## src/rtl/bp_cce_alu_issue.sv

```systemverilog
// bp_cce_alu_issue: one-deep issue/writeback stage driving the combinational CCE ALU
module bp_cce_alu_issue #(
   parameter int width_p = 16,
   parameter int num_gpr_p = 8,
   localparam int gpr_id_width_lp = $clog2(num_gpr_p)
) (
   input  logic                       clk_i,
   input  logic                       reset_n_i,
   input  logic                       inst_v_i,
   output logic                       inst_ready_o,
   input  logic [3:0]                 inst_op_i,
   input  logic [gpr_id_width_lp-1:0] inst_src_a_i,
   input  logic                       inst_src_b_imm_i,
   input  logic [gpr_id_width_lp-1:0] inst_src_b_i,
   input  logic [width_p-1:0]         inst_imm_i,
   input  logic [gpr_id_width_lp-1:0] inst_dst_i,
   output logic [width_p-1:0]         alu_opd_a_o,
   output logic [width_p-1:0]         alu_opd_b_o,
   output logic [3:0]                 alu_op_o,
   input  logic [width_p-1:0]         alu_res_i,
   output logic                       res_v_o,
   input  logic                       res_ready_i,
   output logic [gpr_id_width_lp-1:0] res_dst_o,
   output logic [width_p-1:0]         res_data_o,
   output logic                       res_zero_o,
   input  logic [gpr_id_width_lp-1:0] dbg_addr_i,
   output logic [width_p-1:0]         dbg_data_o
);
   localparam logic [3:0] e_add_op = 4'd0;
   logic                       s1_v_q, s1_v_d;
   logic [3:0]                 s1_op_q, s1_op_d;
   logic [width_p-1:0]         s1_a_q, s1_a_d, s1_b_q, s1_b_d;
   logic [gpr_id_width_lp-1:0] s1_dst_q, s1_dst_d;
   logic [width_p-1:0]         gpr_q [num_gpr_p];
   logic [width_p-1:0]         gpr_d [num_gpr_p];
   logic                       accept, fire;
   logic [width_p-1:0]         fwd_a, fwd_b;
   // Handshakes, forwarding of the retiring result, writeback and S1 next state
   always_comb begin
      inst_ready_o = ~s1_v_q | res_ready_i;
      accept = inst_v_i & inst_ready_o;
      fire = s1_v_q & res_ready_i;
      fwd_a = (fire && s1_dst_q == inst_src_a_i) ? alu_res_i : gpr_q[inst_src_a_i];
      fwd_b = (fire && s1_dst_q == inst_src_b_i) ? alu_res_i : gpr_q[inst_src_b_i];
      gpr_d = gpr_q;
      if (fire) gpr_d[s1_dst_q] = alu_res_i;
      s1_v_d = accept ? 1'b1 : (fire ? 1'b0 : s1_v_q);
      s1_op_d = accept ? inst_op_i : s1_op_q;
      s1_a_d = accept ? fwd_a : s1_a_q;
      s1_b_d = accept ? (inst_src_b_imm_i ? inst_imm_i : fwd_b) : s1_b_q;
      s1_dst_d = accept ? inst_dst_i : s1_dst_q;
   end
   // ALU drive and result presentation, quiet (zero / add) while S1 is empty
   always_comb begin
      alu_opd_a_o = s1_v_q ? s1_a_q : '0;
      alu_opd_b_o = s1_v_q ? s1_b_q : '0;
      alu_op_o = s1_v_q ? s1_op_q : e_add_op;
      res_v_o = s1_v_q;
      res_dst_o = s1_v_q ? s1_dst_q : '0;
      res_data_o = alu_res_i;
      res_zero_o = (alu_res_i == '0);
      dbg_data_o = gpr_q[dbg_addr_i];
   end
   // State registers; reset drops any in-flight result and clears the GPRs
   always_ff @(posedge clk_i or negedge reset_n_i) begin
      if (!reset_n_i) begin
         s1_v_q <= 1'b0;
         s1_op_q <= e_add_op;
         s1_a_q <= '0;
         s1_b_q <= '0;
         s1_dst_q <= '0;
         gpr_q <= '{default: '0};
      end else begin
         s1_v_q <= s1_v_d;
         s1_op_q <= s1_op_d;
         s1_a_q <= s1_a_d;
         s1_b_q <= s1_b_d;
         s1_dst_q <= s1_dst_d;
         gpr_q <= gpr_d;
      end
   end
endmodule
```

## config.mk

```make
export PLATFORM = sky130hd
export DESIGN_NAME = bp_cce_alu_issue
export DESIGN_NICKNAME = d
export VERILOG_FILES = /design/src/rtl/bp_cce_alu_issue.sv
export SDC_FILE = /design/constraint.sdc
export NUM_CORES = 1
export LEC_CHECK = 0
export CAP_MARGIN = 40
export CORE_MARGIN = 5
export CORE_UTILIZATION = 60
export DETAILED_ROUTE_END_ITERATION = 10
export PLACE_DENSITY_LB_ADDON = 0.12
export SLEW_MARGIN = 20
export SYNTH_ARGS = -nofsm -noshare
export SYNTH_HDL_FRONTEND = slang
export SYNTH_SLANG_ARGS = --single-unit
```

## constraint.sdc

```tcl
create_clock -name clk_i -period 5.3 [get_ports clk_i]
set_input_delay 1.59 -clock clk_i [delete_from_list [all_inputs] [get_ports clk_i]]
set_output_delay 1.59 -clock clk_i [all_outputs]
set_load 0.01 [all_outputs]
```

==> impl_metrics.ini <==
[run_status]
run_status = finished clean

[pwr]
portion_of_total_power_attributed_to_sequential_cells_pct = 41.8
switchingPower_mw = 1.77
leakagePower_nw = 5.26
power-per-cell-area_nw_per_um2 = 440
switching_share_pct = 32.4
p_int_mw = 3.71
clock_power_share_pct = 22.3
peak_ir_drop_on_the_vdd_network_mv = 0.251
power.share.combinational_pct = 35.9

[timing]
timing.final.crit_share_pct = 95.5
post_route_clock_skew_ns = 0.00788
finalMaxSlewViolations = 0
timing.final.hold_violations = 0
total_negative_setup_slacks_ns = 0
final-setup-viol-count = 0
timing.hold.ws_ns = 0.483
timing.final.crit_period_ns = 5.06
achievable_freq_ghz = 0.198
max-slew-margin-rel_pct = 39.3
worst_pin_slew_ns = 0.898
grt_setup_unrepaired = false

[synth]
synth_area_leaders = sky130_fd_sc_hd__dfrtp_1 40%, sky130_fd_sc_hd__mux2_2 15%, sky130_fd_sc_hd__mux4_2 14%
dominantRegCellSynth = sky130_fd_sc_hd__dfrtp_1
cell_area_synth_um2 = 10400
synth.lib_cells_used.distinct = 39
postSynth.asyncResetShare_pct = 100
synth-seq-area-share_pct = 40.5
synth_warnings = 0
post_synth_inst_count = 853
synth_largest_type_area_fraction_pct = 40.5
synthesis.nets = 906
synth_area_per_cell_um2 = 12.2
yosys.area.top_type = sky130_fd_sc_hd__dfrtp_1
yosys_register_bits = 168
synth-edff-count = 0

[global_routing]
grt_first_pass_wirelength_um = 45800
pin_count_of_the_biggest_net_entering_global_routing = 72
grt_pass1_vias = 8015
overflow = 0
grt_antenna_before_repair = 0
grt_use_total_pct = 29.4

[final_layout]
fill_cells = 1140
syn_to_final_growth_pct = 20.1
final_cell_mix = 168 x sky130_fd_sc_hd__dfrtp_1, 134 x sky130_fd_sc_hd__mux2_2, 122 x sky130_fd_sc_hd__clkdlybuf4s50_1
leading_cell_type_in_the_layout_fill_and_taps_excluded = sky130_fd_sc_hd__dfrtp_1
layout-drive-gt1-share_pct = 31.5
finalNetCount = 996
antenna_cells = 0

[clock_network]
holdBufCountCts = 0
clkTransAtPathRegs_ns = 0.07
numCtsBuffers = 17
clock_tree_from_tritoncts = built
cts_resized = 0
cts_setup_buffers = 0
clkSinkCount = 168
ctsHtreeMaxLevel = 4
clock_tree.root_cell = sky130_fd_sc_hd__clkbuf_16
worst_skew_pair.late_latency_ns = 0.43
clock_tree.buffer_depth = 2

[floorplanning]
fp.dieArea_um2 = 20100
io_pins = 127
die_width_um = 142
start_util_pct = 60.7
core.rowCount = 48
vertical_die_dimension_um = 142
core-area_um2 = 17100

[routing]
final_wirelength_um = 29000
vias = 7901
detailedRoute.firstPassIterationCount = 5
postRouteAntennaNets = 0
post_drt_wl_per_cell_um = 24.5
first_iter_violations = 617
detail_route.drc_violations = 0
route.detailed.vias_per_inst = 6.69

[critical_path]
critPathCaptureType = output pin
worst_path_cell_trace = clkdlybuf4s50_1, buf_12, mux4_2, mux2_2, clkdlybuf4s50_1
cpMostUsedCell = sky130_fd_sc_hd__clkdlybuf4s50_1
critical_path.slowest_cell = sky130_fd_sc_hd__clkdlybuf4s50_1
startpoint_type = input pin
critical_path_arrival_ns = 3.47
timing.critical_path.fanout_max = 32
path_class = input pin to output pin
critical_path.max_stage_delay_ns = 0.50
crit_required_ns = 3.71

[place]
dp_hpwl_um = 19800
gpl.final_weighted_congestion = 0.906
io_buffers = 126

[hold_path]
hold_class = flop to flop

[run]
drv.max_cap_violation_count = 0
## path summary, 6_finish.rpt
path	end	cells past startpoint	slack, ns	from
min in group asynchronous	s1_op_q[2]	1	1.06	reset_n_i
worst min-delay path	s1_op_q[2]	2	0.48	s1_op_q[2]
max in group asynchronous	gpr_q[43]	3	3.04	reset_n_i
worst max-delay path	dbg_data_o[5]	5	0.24	dbg_addr_i[1]
worst max register to register	gpr_q[119]	5	3.00	res_v_o
worst min register to register	s1_op_q[2]	2	0.48	s1_op_q[2]
## per-stage QoR
step / setup WS (ns) / power, mW / cells / instance area (µm²) / util, %
6_report: 0.241 / 5.48 / 1181 / 12500 / 72.9
5_1_grt: 0.197 / 5.76 / 1181 / 12500 / 72.9
4_1_cts: 0.255 / 5.48 / 1180 / 12500 / 72.8
3_5_place_dp: 0.254 / 4.24 / 1148 / 11900 / 69.4
3_3_place_gp: 0.283 / 4.10 / 1139 / 11700 / 68.5
2_1_floorplan: 0.790 / 3.49 / 853 / 10400 / -
## routing by layer
metal  vias to the layer above  GRT usage (%)  share of wire [%]
met4                         0           8.94                2.4
met3                        64           8.19                 11
met5                         -              0                  0
met1                      4046           41.1                 41
li1                       3386              -                  -
met2                       405           45.4                 46
## synth_stat cells, types with 12 or more instances
library cell / number
sky130_fd_sc_hd__a21oi_1: 12
sky130_fd_sc_hd__a221oi_1: 16
sky130_fd_sc_hd__a22oi_1: 36
sky130_fd_sc_hd__and2_1: 40
sky130_fd_sc_hd__and4_1: 17
sky130_fd_sc_hd__buf_2: 26
sky130_fd_sc_hd__buf_4: 17
sky130_fd_sc_hd__clkbuf_1: 51
sky130_fd_sc_hd__dfrtp_1: 168
sky130_fd_sc_hd__mux2_2: 134
sky130_fd_sc_hd__mux2i_1: 80
sky130_fd_sc_hd__mux4_2: 64
sky130_fd_sc_hd__nand2_1: 72
sky130_fd_sc_hd__nand2b_1: 18
sky130_fd_sc_hd__nor3_1: 16
sky130_fd_sc_hd__o22ai_1: 12
sky130_fd_sc_hd__o31ai_1: 16
## critical path, delay by kind of cell
kind                   cells  cell delay [ns]
buffers and inverters      3             1.23
muxes                      2             0.63
## cell families after synthesis
group	after synthesis	synth area share (%)
mux	288	37.5
flops	168	40.5
buf+inv	105	5.03
compound gates	98	6.74
xor+xnor	6	0.506
simple gates	188	9.72
## power by group through the flow
stage	Clock (mW)	Sequential (mW)	Combinational [mW]
floorplan	0	2.10	1.38
global placement	0	2.23	1.87
detailed placement	0	2.29	1.95
CTS	1.24	2.27	1.97
global route	1.29	2.36	2.11
finish	1.22	2.29	1.97
## registers in the layout, indices dropped and copies added (netlist names)
name / cells
gpr_q: 128
s1_a_q: 16
res_v_o: 1
s1_op_q: 4
s1_dst_q: 3
s1_b_q: 16
## area by class of cell
cell class / instances / area, µm² / share of cell area (%)
Clock buffer: 23 / 488 / 3.91
Clock inverter: 9 / 90.1 / 0.722
Inverter: 2 / 7.51 / 0.0602
Multi-Input combinational cell: 580 / 5680 / 45.5
Sequential cell: 168 / 4200 / 33.7
Tap cell: 225 / 282 / 2.26
Timing Repair Buffer: 174 / 1730 / 13.8
(Power assumes the default switching activity.)
